[src/rtl/power_seq.sv]
// Power-rail sequencer: brings rails up in order with per-rail power-good
// supervision, takes them down in reverse order, and latches sequencing faults.
module power_seq #(
    parameter int         NUM_RAILS  = 4,
    parameter logic [7:0] PG_TIMEOUT = 8'd20,
    parameter logic [3:0] RAIL_DELAY = 4'd2,
    parameter logic [3:0] OFF_DELAY  = 4'd2
) (
    input  logic                 clk,
    input  logic                 rst_n,
    input  logic                 ce_1khz,
    input  logic                 pwr_enable,
    input  logic [NUM_RAILS-1:0] pg,
    output logic [NUM_RAILS-1:0] rail_en,
    output logic                 pwr_good,
    output logic                 fault,
    output logic [2:0]           fault_rail
);

    typedef enum logic [2:0] {
        ST_OFF       = 3'd0,
        ST_RAMP_UP   = 3'd1,
        ST_SETTLE    = 3'd2,
        ST_ON        = 3'd3,
        ST_RAMP_DOWN = 3'd4,
        ST_FAULT     = 3'd5
    } state_t;

    localparam logic [2:0] LAST_IDX = 3'(NUM_RAILS - 1);

    state_t                 state_r;
    logic [2:0]             idx_r;
    logic [7:0]             cnt_r;
    logic [NUM_RAILS-1:0]   rail_en_r;
    logic                   pwr_good_r;
    logic                   fault_r;
    logic [2:0]             fault_rail_r;

    logic [3:0]             lt_fail_s;
    logic [3:0]             le_fail_s;
    logic                   pg_cur_s;
    logic                   pg_to_s;
    logic                   settle_done_s;
    logic                   off_done_s;

    function automatic logic [NUM_RAILS-1:0] onehot(input logic [2:0] i);
        logic [NUM_RAILS-1:0] v;
        for (int k = 0; k < NUM_RAILS; k++) begin
            v[k] = (3'(k) == i);
        end
        return v;
    endfunction

    // Returns {hit, index} of the lowest rail below lim (or at lim when incl) whose pg is low.
    function automatic logic [3:0] find_fail(input logic [NUM_RAILS-1:0] pg_v,
                                             input logic [2:0] lim,
                                             input logic incl);
        logic [3:0] res;
        res = 4'd0;
        for (int k = NUM_RAILS - 1; k >= 0; k--) begin
            if (!pg_v[k] && ((3'(k) < lim) || (incl && (3'(k) == lim)))) begin
                res = {1'b1, 3'(k)};
            end else begin
                res = res;
            end
        end
        return res;
    endfunction

    // An N-tick wait ends on the strobe that brings the count to N.
    function automatic logic wait_done(input logic [7:0] cnt, input logic [7:0] n);
        return (({1'b0, cnt} + 9'd1) >= {1'b0, n});
    endfunction

    assign lt_fail_s     = find_fail(pg, idx_r, 1'b0);
    assign le_fail_s     = find_fail(pg, idx_r, 1'b1);
    assign pg_cur_s      = |(pg & onehot(idx_r));
    assign pg_to_s       = ce_1khz && wait_done(cnt_r, PG_TIMEOUT);
    assign settle_done_s = ce_1khz && wait_done(cnt_r, {4'd0, RAIL_DELAY});
    assign off_done_s    = ce_1khz && wait_done(cnt_r, {4'd0, OFF_DELAY});

    // Sequencer FSM with registered outputs; every transition or rail step restarts the delay counter.
    always_ff @(posedge clk or negedge rst_n) begin
        if (!rst_n) begin
            state_r      <= ST_OFF;
            idx_r        <= 3'd0;
            cnt_r        <= 8'd0;
            rail_en_r    <= {NUM_RAILS{1'b0}};
            pwr_good_r   <= 1'b0;
            fault_r      <= 1'b0;
            fault_rail_r <= 3'd0;
        end else begin
            if (ce_1khz && (cnt_r != 8'hFF)) begin
                cnt_r <= cnt_r + 8'd1;
            end
            case (state_r)
                ST_OFF: begin
                    rail_en_r  <= {NUM_RAILS{1'b0}};
                    pwr_good_r <= 1'b0;
                    idx_r      <= 3'd0;
                    if (pwr_enable) begin
                        state_r      <= ST_RAMP_UP;
                        rail_en_r    <= onehot(3'd0);
                        fault_r      <= 1'b0;
                        fault_rail_r <= 3'd0;
                        cnt_r        <= 8'd0;
                    end
                end
                ST_RAMP_UP, ST_SETTLE, ST_ON: begin
                    if (!pwr_enable) begin
                        state_r    <= ST_RAMP_DOWN;
                        rail_en_r  <= rail_en_r & ~onehot(idx_r);
                        pwr_good_r <= 1'b0;
                        cnt_r      <= 8'd0;
                    end else if ((state_r == ST_RAMP_UP) ? lt_fail_s[3] : le_fail_s[3]) begin
                        state_r      <= ST_FAULT;
                        rail_en_r    <= {NUM_RAILS{1'b0}};
                        pwr_good_r   <= 1'b0;
                        fault_r      <= 1'b1;
                        fault_rail_r <= (state_r == ST_RAMP_UP) ? lt_fail_s[2:0] : le_fail_s[2:0];
                        cnt_r        <= 8'd0;
                    end else if (state_r == ST_RAMP_UP) begin
                        // pg is checked before the timeout so a coincident pg wins.
                        if (pg_cur_s) begin
                            state_r <= ST_SETTLE;
                            cnt_r   <= 8'd0;
                        end else if (pg_to_s) begin
                            state_r      <= ST_FAULT;
                            rail_en_r    <= {NUM_RAILS{1'b0}};
                            fault_r      <= 1'b1;
                            fault_rail_r <= idx_r;
                            cnt_r        <= 8'd0;
                        end
                    end else if (state_r == ST_SETTLE) begin
                        if (settle_done_s) begin
                            cnt_r <= 8'd0;
                            if (idx_r == LAST_IDX) begin
                                state_r    <= ST_ON;
                                pwr_good_r <= 1'b1;
                            end else begin
                                state_r   <= ST_RAMP_UP;
                                idx_r     <= idx_r + 3'd1;
                                rail_en_r <= rail_en_r | onehot(idx_r + 3'd1);
                            end
                        end
                    end else begin
                        rail_en_r  <= {NUM_RAILS{1'b1}};
                        pwr_good_r <= 1'b1;
                    end
                end
                ST_RAMP_DOWN: begin
                    pwr_good_r <= 1'b0;
                    if (off_done_s) begin
                        cnt_r <= 8'd0;
                        if (idx_r == 3'd0) begin
                            state_r <= ST_OFF;
                        end else begin
                            idx_r     <= idx_r - 3'd1;
                            rail_en_r <= rail_en_r & ~onehot(idx_r - 3'd1);
                        end
                    end
                end
                ST_FAULT: begin
                    rail_en_r  <= {NUM_RAILS{1'b0}};
                    pwr_good_r <= 1'b0;
                    fault_r    <= 1'b1;
                    if (!pwr_enable) begin
                        state_r <= ST_OFF;
                        idx_r   <= 3'd0;
                        cnt_r   <= 8'd0;
                    end
                end
                default: begin
                    state_r    <= ST_OFF;
                    idx_r      <= 3'd0;
                    cnt_r      <= 8'd0;
                    rail_en_r  <= {NUM_RAILS{1'b0}};
                    pwr_good_r <= 1'b0;
                end
            endcase
        end
    end

    assign rail_en    = rail_en_r;
    assign pwr_good   = pwr_good_r;
    assign fault      = fault_r;
    assign fault_rail = fault_rail_r;

endmodule

[config.mk]
export PLATFORM = sky130hd
export DESIGN_NAME = power_seq
export DESIGN_NICKNAME = d
export VERILOG_FILES = /design/src/rtl/power_seq.sv
export SDC_FILE = /design/constraint.sdc
export NUM_CORES = 1
export LEC_CHECK = 0
export CAP_MARGIN = 20
export CORE_MARGIN = 1
export CORE_UTILIZATION = 63
export CTS_CLUSTER_SIZE = 14
export DETAILED_ROUTE_END_ITERATION = 12
export PLACE_DENSITY = 0.83
export SKIP_CTS_REPAIR_TIMING = 1
export SLEW_MARGIN = 10
export SYNTH_ARGS = -nofsm -noshare
export SYNTH_HDL_FRONTEND = slang
export SYNTH_SLANG_ARGS = --single-unit
[constraint.sdc]
create_clock -name clk -period 6 [get_ports clk]
set_input_delay 1.5 -clock clk [delete_from_list [all_inputs] [get_ports clk]]
set_output_delay 1.5 -clock clk [all_outputs]
set_load 0.005 [all_outputs]
==> results.toml <==
[status]
outcome = "complete, no violations"

[global_route]
global_route.overflow_total = 0
grt_antenna_before_repair = 0
grt_pass1_vias = 1706
grt_max_degree = 24
grt_util_all_layers_pct = 29.58
grt_first_pass_wirelength_um = 7783

[synth]
yosysSeqAreaShare_pct = 28.07
yosysWarningCount = 0
synthDominantAreaCellType = "sky130_fd_sc_hd__dfrtp_1"
synth.top_cell.area_share_pct = 28.07
leading_post_synthesis_cells_by_instance_count = "sky130_fd_sc_hd__nand2_1 (26), sky130_fd_sc_hd__dfrtp_1 (23), sky130_fd_sc_hd__nor2_1 (23)"
synth.top_cells.by_area = "sky130_fd_sc_hd__dfrtp_1 (28%), sky130_fd_sc_hd__ha_1 (4.9%), sky130_fd_sc_hd__nand2_1 (4.8%)"
number_of_synthesized_flops_with_an_enable_pin = 0
synthArstFlopShare_pct = 100.0
total_of_flip_flops_plus_latches_after_synthesis = 23
most_common_flop_cell_mapped_by_yosys = "sky130_fd_sc_hd__dfrtp_1"
synthDistinctLibCells = 69
synth_net_count = 267
synthesis.area_um2 = 2051
synth_most_common_cell = "sky130_fd_sc_hd__nand2_1"
synthesis.instances = 251
synthesis.area_per_instance_um2 = 8.170

[routing]
remaining_drc_errors = 0
initialDrtViolationCount = 197
route.antenna.remaining_nets = 0
vias_per_cell = 6.344
drt-wirelength-per-cell_um = 15.65
routed_wirelength_um = 4774
detail_route.first_pass.iterations = 4
vias = 1935

[die]
die-width_um = 59.06
floorplan.io_pins = 17
die_area_um2 = 3487
die-height_um = 59.06
initial_utilization_pct = 66.63
placeableCoreArea_um2 = 3078
num_rows = 20

[worst_setup_path]
cp_slowest_cell = "sky130_fd_sc_hd__clkdlybuf4s50_1"
worstPathArrival_ps = 3910
worstPathBufferInverterCount = 1
timing.critical_path.required_ps = 6230
crit_path_max_fanout = 11
cpPeakStageDelay_ps = 500
timing.critical_path.from_type = "primary input"
worst-setup-path-type = "in2reg"
cp_top_family = "compound AO/OA/AOI/OAI gates"
setup.worst_path.end_class = "flop"
path_cells = "clkdlybuf4s50_1 -> nand2b_1 -> a31oi_1 -> and2_2 -> o31ai_4 -> and2_4 -> a41oi_2 -> o21ai_0 -> a32o_1"

[clocking]
cts_max_level = 1
clock_tree.root_cell = "sky130_fd_sc_hd__clkbuf_4"
cts-buffers-inserted = 3
cts_tree = "done"
clock_sink_count = 23
worstSkewPairLatency_ps = 320
clock_tree.buffer_depth = 2
clk_pin_slew_worst_setup_hold_paths_ps = 130

[timing]
slew_headroom_pct = 43.55
final_hold_viol_count = 0
fin_worst_hold_slack_ps = 503.8
timing_worst_slew_pin_value_ps = 838.9
unrepaired_setup_endpoints_after_global_routing = "false"
finalClockSkew_ps = 4.928
timing.final.setup_violations = 0
finalCritPeriodShare_pct = 61.37
total_negative_slack_ps = 0
clock_period_minus_final_worst_setup_slack_ps = 3682
max_slew_violation_total_from_the_final_report = 0
fmax_mhz = 271.6

[finish]
flow.area_growth_from_synthesis_pct = 8.481
num-fill-cells = 278
finalInstanceArea_um2 = 2225
drive_above_1_share_pct = 11.88
finish.cell_count_without_fillers = 305
layout.nets = 278
final_core_utilization_pct = 72.28
antenna_cells_inserted = 0

[power]
power_density_nw_per_um2 = 439.9
power.static_leakage_nw = 0.8867
irDropWorstVdd_mv = 0.2844

[placed_design]
place.gp.congestion = 0.9109
dp_hpwl_um = 3582
postPlaceCellArea_um2 = 2180
place.port_buffers = 16
place.detailed.instances = 300

[job]
drv_cap = 0

[hold_path]
hold_class = "reg2reg"
[flip-flops by register name, indices dropped and copies added, names as in the netlist]
signal / flops
fault_rail: 3
cnt_r: 8
rail_en: 4
idx_r: 3
state_r: 3
fault: 1
pwr_good: 1
[layer usage]
layer | vias to the layer above | share of wire, % | track usage [%]
met4 | 0 | 2.2 | 13.61
met2 | 68 | 44 | 43.18
met1 | 913 | 48 | 44.51
met3 | 13 | 5.0 | 2.183
met5 | - | 0 | 0
li1 | 941 | - | -
[through the flow]
step / power [mW] / setup WS (ps)
finish: 0.9786 / 2318
global route: 1.053 / 2085
CTS: 0.9679 / 2340
detailed placement: 0.8895 / 2003
global placement: 0.8840 / 2072
floorplan: 0.7729 / 2835
[final timing paths]
check	start	to	slack (ps)	depth (start not counted)
max	pg[2]	state_r[2]	2320	9
min	fault	fault	500	1
max reg2reg	idx_r[0]	rail_en[3]	2980	10
min reg2reg	fault	fault	500	1
max in group asynchronous	rst_n	idx_r[2]	4170	2
min in group asynchronous	rst_n	rail_en[2]	1410	1
[placed cells by master (no fill, tap or decap), types with 3 or more instances in the layout]
cell type	n
sky130_fd_sc_hd__o21a_1	3
sky130_fd_sc_hd__ha_1	8
sky130_fd_sc_hd__a31oi_1	4
sky130_fd_sc_hd__o21bai_1	3
sky130_fd_sc_hd__clkbuf_4	3
sky130_fd_sc_hd__a32o_1	3
sky130_fd_sc_hd__o21ai_0	19
sky130_fd_sc_hd__a211oi_1	3
sky130_fd_sc_hd__nor3_1	9
sky130_fd_sc_hd__nor3b_1	3
sky130_fd_sc_hd__nor2_1	23
sky130_fd_sc_hd__xnor2_1	6
sky130_fd_sc_hd__clkdlybuf4s50_1	16
sky130_fd_sc_hd__dfrtp_1	23
sky130_fd_sc_hd__nand3_1	6
sky130_fd_sc_hd__nand2_1	26
sky130_fd_sc_hd__inv_1	10
sky130_fd_sc_hd__o211ai_1	5
sky130_fd_sc_hd__nand2b_1	6
sky130_fd_sc_hd__nand4_1	3
sky130_fd_sc_hd__nor4_1	3
sky130_fd_sc_hd__a21oi_1	18
[power by group]
group,internal [mW],total (mW),leakage (nW),switching [mW]
clock,0.0255,0.0757,0.0139,0.0502
sequential,0.188,0.263,0.309,0.0750
combinational,0.264,0.640,0.564,0.376
[cells by family (layout without fill, tap and decap cells)]
| kind of cell | count (synthesis) | in the layout | share of synthesized area [%] |
|---|---|---|---|
| buffers and inverters | 22 | 32 | 6.223 |
| adders and majority gates | 8 | 8 | 4.881 |
| and+or+nand+nor | 102 | 102 | 26.18 |
| DFF | 23 | 23 | 28.07 |
| AOI/OAI and AO/OA | 84 | 84 | 28.86 |
| muxes | 5 | 5 | 2.806 |
| xor gates and xnor gates | 7 | 7 | 2.990 |
[area by class of cell]
cell class / instances / area [µm²] / area share [%]
clock buffer: 3 / 22.52 / 1.012
clock inverter: 1 / 7.507 / 0.3375
inverter: 11 / 41.29 / 1.856
multi-input combinational: 206 / 1348 / 60.57
sequential: 23 / 575.6 / 25.87
tap: 44 / 55.05 / 2.475
timing repair buffer: 17 / 175.2 / 7.874
(Power assumes the default switching activity.)
